--- config.mk ---
export PLATFORM = sky130hd
export DESIGN_NAME = measure_result_avg
export DESIGN_NICKNAME = d
export VERILOG_FILES = /design/src/rtl/measure_result_avg.sv
export SDC_FILE = /design/constraint.sdc
export NUM_CORES = 1
export LEC_CHECK = 0
export ABC_AREA = 1
export CORE_MARGIN = 2
export CORE_UTILIZATION = 45
export DETAILED_ROUTE_END_ITERATION = 6
export PLACE_DENSITY_LB_ADDON = 0.05
export REMOVE_ABC_BUFFERS = 1
export SETUP_SLACK_MARGIN = 0.15
export SYNTH_ARGS = -nofsm -noshare
export SYNTH_HDL_FRONTEND = slang
export SYNTH_SLANG_ARGS = --single-unit
--- constraint.sdc ---
create_clock -name i_clk -period 2.3 [get_ports i_clk]
set_input_delay 0.46 -clock i_clk [delete_from_list [all_inputs] [get_ports i_clk]]
set_output_delay 0.46 -clock i_clk [all_outputs]
set_load 0.02 [all_outputs]
--- src/rtl/measure_result_avg.sv ---
// measure_result_avg: block-averages 2^AVG_LOG2 frequency words and max/min
// amplitude pairs, derives peak-to-peak and DC offset, and presents one stable
// frame under a valid/ready handshake. A frequency timeout flags loss of signal.
module measure_result_avg #(
  parameter int unsigned AVG_LOG2    = 3,
  parameter int unsigned TIMEOUT_CYC = 100_000_000
) (
  input  logic        i_clk,
  input  logic        i_rst_n,
  input  logic [31:0] i_freq,
  input  logic        i_freq_vld,
  input  logic [11:0] i_max_val,
  input  logic [11:0] i_min_val,
  input  logic        i_amp_vld,
  input  logic        i_rdy,
  output logic [31:0] o_freq_avg,
  output logic [11:0] o_vpp_avg,
  output logic [11:0] o_offset_avg,
  output logic        o_no_signal,
  output logic        o_vld,
  output logic [7:0]  o_drop_cnt
);

  localparam int unsigned N  = 1 << AVG_LOG2;
  localparam int unsigned FW = 32 + AVG_LOG2;
  localparam int unsigned AW = 13 + AVG_LOG2;
  localparam int unsigned CW = AVG_LOG2 + 1;
  localparam int unsigned TW = (TIMEOUT_CYC > 1) ? $clog2(TIMEOUT_CYC) : 1;

  typedef enum logic [0:0] {StCollect, StOutput} state_e;

  state_e r_state, w_state_d;

  logic [FW-1:0]        r_facc;
  logic [AW-1:0]        r_vacc;
  logic signed [AW-1:0] r_oacc;
  logic [CW-1:0]        r_fcnt, r_acnt;
  logic [TW-1:0]        r_tcnt;
  logic                 r_f_done, r_a_done, r_no_sig;

  logic [31:0] r_freq_avg;
  logic [11:0] r_vpp_avg, r_offset_avg;
  logic        r_no_signal, r_vld;
  logic [7:0]  r_drop_cnt;

  logic w_collect, w_transfer, w_handshake;
  logic w_f_acc, w_a_acc, w_f_drop, w_a_drop, w_f_last, w_a_last, w_timeout;

  logic signed [12:0] w_diff, w_sum, w_off;
  logic [11:0]        w_vpp;
  logic [1:0]         w_drop_inc;
  logic [8:0]         w_drop_sum;
  logic [7:0]         w_drop_d;

  // Per-sample peak-to-peak (clamped at 0) and floor-halved midpoint in 13-bit signed
  assign w_diff = $signed({i_max_val[11], i_max_val}) - $signed({i_min_val[11], i_min_val});
  assign w_sum  = $signed({i_max_val[11], i_max_val}) + $signed({i_min_val[11], i_min_val});
  assign w_off  = w_sum >>> 1;
  assign w_vpp  = w_diff[12] ? 12'd0 : w_diff[11:0];

  // Next state, accept/drop decode and timeout detection
  always_comb begin
    w_state_d   = r_state;
    w_collect   = (r_state == StCollect);
    w_transfer  = w_collect && r_f_done && r_a_done;
    w_handshake = (r_state == StOutput) && i_rdy;
    w_f_acc     = i_freq_vld && w_collect && !r_f_done;
    w_a_acc     = i_amp_vld && w_collect && !r_a_done;
    w_f_drop    = i_freq_vld && !w_f_acc;
    w_a_drop    = i_amp_vld && !w_a_acc;
    w_f_last    = w_f_acc && (r_fcnt == CW'(N - 1));
    w_a_last    = w_a_acc && (r_acnt == CW'(N - 1));
    // A strobe in the timeout cycle clears the counter, so the sample always wins
    w_timeout   = w_collect && !r_f_done && !i_freq_vld && (r_tcnt == TW'(TIMEOUT_CYC - 1));
    unique case (r_state)
      StCollect: if (w_transfer) w_state_d = StOutput;
      StOutput:  if (i_rdy) w_state_d = StCollect;
      default:   w_state_d = StCollect;
    endcase
  end

  // Saturating drop count; two drops in one cycle add 2
  always_comb begin
    w_drop_inc = {1'b0, w_f_drop} + {1'b0, w_a_drop};
    w_drop_sum = {1'b0, r_drop_cnt} + {7'd0, w_drop_inc};
    w_drop_d   = w_drop_sum[8] ? 8'hFF : w_drop_sum[7:0];
  end

  // State register
  always_ff @(posedge i_clk or negedge i_rst_n) begin
    if (!i_rst_n) r_state <= StCollect;
    else          r_state <= w_state_d;
  end

  // Accumulators, sample counters, timeout and output frame registers
  always_ff @(posedge i_clk or negedge i_rst_n) begin
    if (!i_rst_n) begin
      r_facc       <= '0;
      r_vacc       <= '0;
      r_oacc       <= '0;
      r_fcnt       <= '0;
      r_acnt       <= '0;
      r_tcnt       <= '0;
      r_f_done     <= 1'b0;
      r_a_done     <= 1'b0;
      r_no_sig     <= 1'b0;
      r_freq_avg   <= '0;
      r_vpp_avg    <= '0;
      r_offset_avg <= '0;
      r_no_signal  <= 1'b0;
      r_vld        <= 1'b0;
      r_drop_cnt   <= '0;
    end else begin
      r_drop_cnt <= w_drop_d;
      if (w_handshake) begin
        r_facc   <= '0;
        r_vacc   <= '0;
        r_oacc   <= '0;
        r_fcnt   <= '0;
        r_acnt   <= '0;
        r_tcnt   <= '0;
        r_f_done <= 1'b0;
        r_a_done <= 1'b0;
        r_no_sig <= 1'b0;
        r_vld    <= 1'b0;
      end else if (w_transfer) begin
        // Shift-by-AVG_LOG2 is a bit slice; for oacc it is the arithmetic (floor) shift
        r_freq_avg   <= r_no_sig ? 32'd0 : r_facc[AVG_LOG2 +: 32];
        r_vpp_avg    <= r_vacc[AVG_LOG2 +: 12];
        r_offset_avg <= r_oacc[AVG_LOG2 +: 12];
        r_no_signal  <= r_no_sig;
        r_vld        <= 1'b1;
      end else begin
        if (w_f_acc) begin
          r_facc <= r_facc + FW'(i_freq);
          r_fcnt <= r_fcnt + CW'(1);
          r_tcnt <= '0;
          if (w_f_last) begin
            r_f_done <= 1'b1;
            r_no_sig <= 1'b0;
          end
        end else if (w_timeout) begin
          r_facc   <= '0;
          r_fcnt   <= '0;
          r_f_done <= 1'b1;
          r_no_sig <= 1'b1;
        end else if (w_collect && !r_f_done) begin
          r_tcnt <= r_tcnt + TW'(1);
        end
        if (w_a_acc) begin
          r_vacc <= r_vacc + AW'(w_vpp);
          r_oacc <= r_oacc + AW'(w_off);
          r_acnt <= r_acnt + CW'(1);
          if (w_a_last) r_a_done <= 1'b1;
        end
      end
    end
  end

  assign o_freq_avg   = r_freq_avg;
  assign o_vpp_avg    = r_vpp_avg;
  assign o_offset_avg = r_offset_avg;
  assign o_no_signal  = r_no_signal;
  assign o_vld        = r_vld;
  assign o_drop_cnt   = r_drop_cnt;

endmodule

======== Word-level counts from Yosys, hierarchy flattened ========
Index checks and enable logic that the tools add are counted.
storage, ports and cells
  bits in registers ....................... 172
  bits of input ports ..................... 61
  output and inout bits ................... 66
  logic and storage cells ................. 107
operators by class
  add/subtract/negate cells ............... 10
  equality and inequality tests ........... 6
  muxes and demuxes ....................... 43
  bitwise operators ....................... 2
  reductions and logical operators ........ 30
operator list
  kind                     count
  $mux W35                 4
  $mux W27                 5
  $mux W16                 6
  $add A35 B32 Y35         1
  $add A16 B12 Y16         2
  $mux W32                 1
  $mux W4                  7
  $add A27 B1 Y27 const B  1
  $eq A27 B27 Y1 const B   1
  $mux W1                  17
  $logic_and A1 B1 Y1      14
  $add A12 B12 Y13         1
  $sub A12 B12 Y13         1
  $mux W12                 1
  $add A8 B2 Y9            1
  $reduce_and A3 Y1        3
  $add A4 B1 Y4 const B    2
  $eq A4 B3 Y1 const B     2
  $mux W8                  1
  $reduce_and A2 Y1        3
  $reduce_bool A2 Y1       3
  $reduce_bool A3 Y1       2
  $logic_not A1 Y1         5
  $ne A3 B2 Y1 const B     1
  other kinds (5)          6

======== Depth between registers and ports, before layout ========
  word-level depth ........................ 8
  gate-level depth with buffers ........... 26
  gate-level depth less buffers ........... 24

======== Least setup slack after synthesis ========
Ideal clock, no wire load.
  path type ............................... input to register
  start ................................... input i_max_val[0]
  end ..................................... register r_vacc[14]
  setup time .............................. 0.119 ns
  arrival ................................. 3.147 ns
  required time ........................... 2.181 ns
  setup slack ............................. -0.966 ns
  stages .................................. 25
  buffers on the path ..................... 1
  cell sequence ........................... inv_1 > ha_1 > fa_1 > inv_1 > nand3_1 > nand3_1 > nand2_1 > nand2_1 > nand2_1 > buf_2 > nor2_1 > ha_1 > inv_1 > fa_1 > nand3b_1 > nand2_1 > nand2_1 > nand2_1 > nand2_1 > nand2_1 > nand2_1 > nand2_1 > nand3_1 > nand2_1 > nor2_1
between the ends
  cells in the longest elaborated chain, start to end .. 6
ends and longest elaborated chain
  what                    RTL line  source
  start: declaration      12        input logic [11:0] i_max_val,
  $sub A12 B12 Y13        56        assign w_diff = $signed({i_max_val[11], i_max_val}) - $signed({i_min_val[11], i_min_val});
  $mux W12                59        assign w_vpp = w_diff[12] ? 12'd0 : w_diff[11:0];
  $add A16 B12 Y16        151       r_vacc <= r_vacc + AW'(w_vpp);
  $mux W16                150       if (w_a_acc) begin
  $mux W16                126       end else if (w_transfer) begin
  $mux W16                115       if (w_handshake) begin
  end signal: assignment  151
  end: declaration        35        logic [AW-1:0] r_vacc;
No other way between the ends. The select of a mux whose other input is x is not followed.
A chain may end at the register's enable or synchronous reset.

======== Final worst setup path ========
  start ................................... input i_max_val[9]
  end ..................................... register r_vacc[14]
Same word-level chain as after synthesis.

==> impl_metrics.toml <==
[yosys]
synth_top_area_share_pct = 35.9
synth_cell_types = 48
syn_area_sq_um = 11900
netlist_instances = 1658
ys_warn_count = 0
avgSynthCellArea_sq_um = 7.15
ys.flop_type = "dfrtp_1"
synthArstFlopShare_pct = 100
yosysSeqAreaShare_pct = 35.9
synth-edff-count = 0
synthTopCellsByArea = "dfrtp_1 (36%), nand2_1 (15%), ha_1 (9.1%), inv_1 (6.5%), nor2_1 (4.7%)"
ys_ff_latch = 170
synth_top_area_cell = "dfrtp_1"

[place]
dp_hpwl_mm = 26.8
dp.cells = 2306
place.gp.congestion = 0.952
post_dp_cell_area_sq_um = 15100
io_buffers = 126

[finish]
instances_no_fill = 2376
n_antenna_cell = 0
nets = 2181
syn2layout_area_growth_pct = 46.6
fin_area_sq_um = 17400
drive_gt1_share_pct = 28.0

[timing]
finalClockSkew_ps = 13.1
setup_viol = 23
relSlewSlack_pct = 58.6
setup_slack_ps = -516
period_share_pct = 122
rsz0062_at_grt = "yes"
hold_viol_final = 0
holdWs_ps = 475
fmax_mhz = 355
report.final.slew_viol_count = 0
worst_pin_slew_ps = 615
layout_min_cycle_time_ps = 2820

[cts]
ctsRootBufferMaster = "clkbuf_16"
clockBufferDepth = 2
cts_tree = "yes"
cts_sinks = 170
cts.clk_slew.worst_paths_ps = 70
clkLatencyLatePin_ps = 450
numCtsBuffers = 17
htree_num_levels = 4

[global_route]
grt_pass1_vias = 12300
grt_pass1_wl_mm = 60.5
grt_max_degree = 44
grt_remaining_overflow = 0
track_usage_pct = 26.7
antenna_found_initial = 0

[min_path]
hold_start = "r_no_sig$_DFFE_PN0P_"
hp-class = "flop to flop"

[floorplanning]
die_area_sq_um = 27700
fp.dieW_microns = 166
start_util_pct = 45.6
io-pin-count = 127
core.rowCount = 59
die_h_microns = 166
core-area_sq_um = 26000

[routing]
postRouteAntennaNets = 0
drt-wirelength-per-cell_microns = 15.7
drc = 0
vias = 12400
firstDrtPassIters = 5
first_iter_violations = 762
via_per_inst = 5.22
drt_wl_total_mm = 37.2

[critical_path]
critPathArrivalTime_ps = 3150
crit_top_cell = "nand2_2"
path_cells = "clkdlybuf4s15_2 -> ha_4 -> nand2_4 -> nor2_4 -> nand3_2 -> nand3_2 -> nand2_2 -> nand2_4 -> nand2_8 -> nor2_4 -> ha_2 -> inv_2 -> fa_2 -> nand3b_1 -> nand2_2 -> nand2_2 -> nand2_2 -> nand2_2 -> nand2_2 -> nand2_2 -> nand2_4 -> nand3_2 -> nand2_1 -> nor2_1"
crit_path_max_fanout = 5
timing.rr.start = "r_facc[0]$_DFFE_PN0P_"
startpoint = "i_max_val[9]"
cp-end-kind = "flop"
worstPathRequired_ps = 2630
startpoint_type = "input pin"
path_class = "input pin to flop"
critical_path.slowest_cell = "fa_2"
cp_slowest_stage_delay_ps = 330

[pwr]
p_leak_uw = 0.00846
power.density_nw_per_um2 = 1250
peakVddDrop_mv = 0.761
power_uw = 21700

[flow_run]
cap_violations = 0

[outcome]
outcome = "finished, violations left"
violations = "setup timing"
## layer usage
layer / GRT usage [%] / wire (microns) / part of all wire, %
met4: 9.45 / 949 / 2.6
met2: 42.2 / 17000 / 46
met1: 36.9 / 17200 / 46
met5: 0 / 0 / 0
met3: 4.67 / 2070 / 5.6
## cell usage in the layout (no fill, tap or decap), drive strengths merged, types with 17 or more instances in the layout
cell type	n
nand2	484
buf	278
inv	216
dfrtp	170
nor2	150
o21ai	119
a21oi	106
nand3	99
clkdlybuf4s50	98
ha	86
nor3	33
xor2	29
nand4	26
a22o	20
clkbuf	18
o22ai	17
## Yosys cell counts, types with 2 or more instances
| master | instances |
|---|---|
| fa_1 | 6 |
| nand2_1 | 480 |
| nor3b_1 | 3 |
| nand3_1 | 97 |
| xor2_1 | 29 |
| buf_6 | 3 |
| a31oi_1 | 2 |
| nor3_1 | 28 |
| nand2_2 | 3 |
| o22ai_1 | 17 |
| buf_1 | 5 |
| o21bai_1 | 9 |
| xnor2_1 | 11 |
| nand4_1 | 26 |
| clkbuf_1 | 17 |
| inv_1 | 206 |
| nand3b_1 | 12 |
| o31ai_1 | 3 |
| a21oi_1 | 106 |
| or2_2 | 2 |
| nor2_1 | 147 |
| nor4_1 | 4 |
| buf_2 | 10 |
| nor2_4 | 2 |
| a22o_1 | 20 |
| dfrtp_1 | 170 |
| a21o_1 | 9 |
| inv_2 | 3 |
| nor3_2 | 5 |
| o21ai_0 | 93 |
| o21ai_1 | 26 |
| ha_1 | 86 |
| o21a_1 | 2 |
| a21boi_0 | 2 |
## through the flow
step | setup slack [ps] | utilization [%] | TNS (ps)
global route | -667 | 66.9 | -10820
CTS | -459 | 64.3 | -6780
detailed placement | -1660 | 58.3 | -49630
finish | -516 | 66.9 | -7930
global placement | -1500 | 58.3 | -46790
floorplan | -1110 | - | -56380
## report_power, final
group	switching (uW)	total, uW	leakage [uW]	internal (uW)
Sequential	937	5120	0.00219	4180
Combinational	7280	13600	0.00599	6310
Clock	1440	2980	0.000274	1540
Total	9660	21700	0.00846	12000
## path summary, 6_finish.rpt
| kind | cells past startpoint | slack [ps] | to |
|---|---|---|---|
| min in group asynchronous | 2 | 490 | o_vpp_avg[3]$_DFFE_PN0P_ |
| min | 2 | 470 | r_no_sig$_DFFE_PN0P_ |
| max in group asynchronous | 3 | 1120 | r_tcnt[6]$_DFFE_PN0P_ |
| max | 24 | -520 | r_vacc[14]$_DFFE_PN0P_ |
| min reg2reg | 2 | 470 | r_no_sig$_DFFE_PN0P_ |
| max reg2reg | 15 | 270 | r_facc[30]$_DFFE_PN0P_ |
## cells by family after synthesis
kind of cell | after synthesis | synth area share (%)
and+or+nand+nor | 816 | 29.1
AOI/OAI and AO/OA | 292 | 13.8
DFF | 170 | 35.9
muxes | 1 | 0.0844
buffers and inverters | 247 | 8.19
adders and majority gates | 92 | 10.1
xor gates and xnor gates | 40 | 2.95
## registers in the layout, indices dropped and copies added (netlist names), 4 cells and up
register	flops
o_drop_cnt	8
r_tcnt	27
o_freq_avg	32
r_vacc	15
r_facc	35
o_offset_avg	12
o_vpp_avg	12
r_fcnt	4
r_acnt	4
r_oacc	15
## critical path: cells and delay by family
family	cells	cell delay, ps
adder cells (fa/ha/maj)	3	810
buffers and inverters	2	250
AND/OR/NAND/NOR	19	1630
## layout make-up
type | count | area [sq um]
Fill cell | 2200 | 8600
Clock buffer | 18 | 429
Timing Repair Buffer | 387 | 3350
Tap cell | 335 | 419
Clock inverter | 14 | 156
Inverter | 211 | 810
Sequential cell | 170 | 4250
Multi-Input combinational cell | 1241 | 7970
## repair_timing
action / CTS / global route
hold endpoints to repair: 37 / 0
buffers inserted: 24 / 13
setup endpoints to repair: 47 / 55
hold buffers: 1 / 0
pin swaps: 102 / 92
resized for setup: 302 / 134
Note: power is estimated with default switching activity, not from simulation.
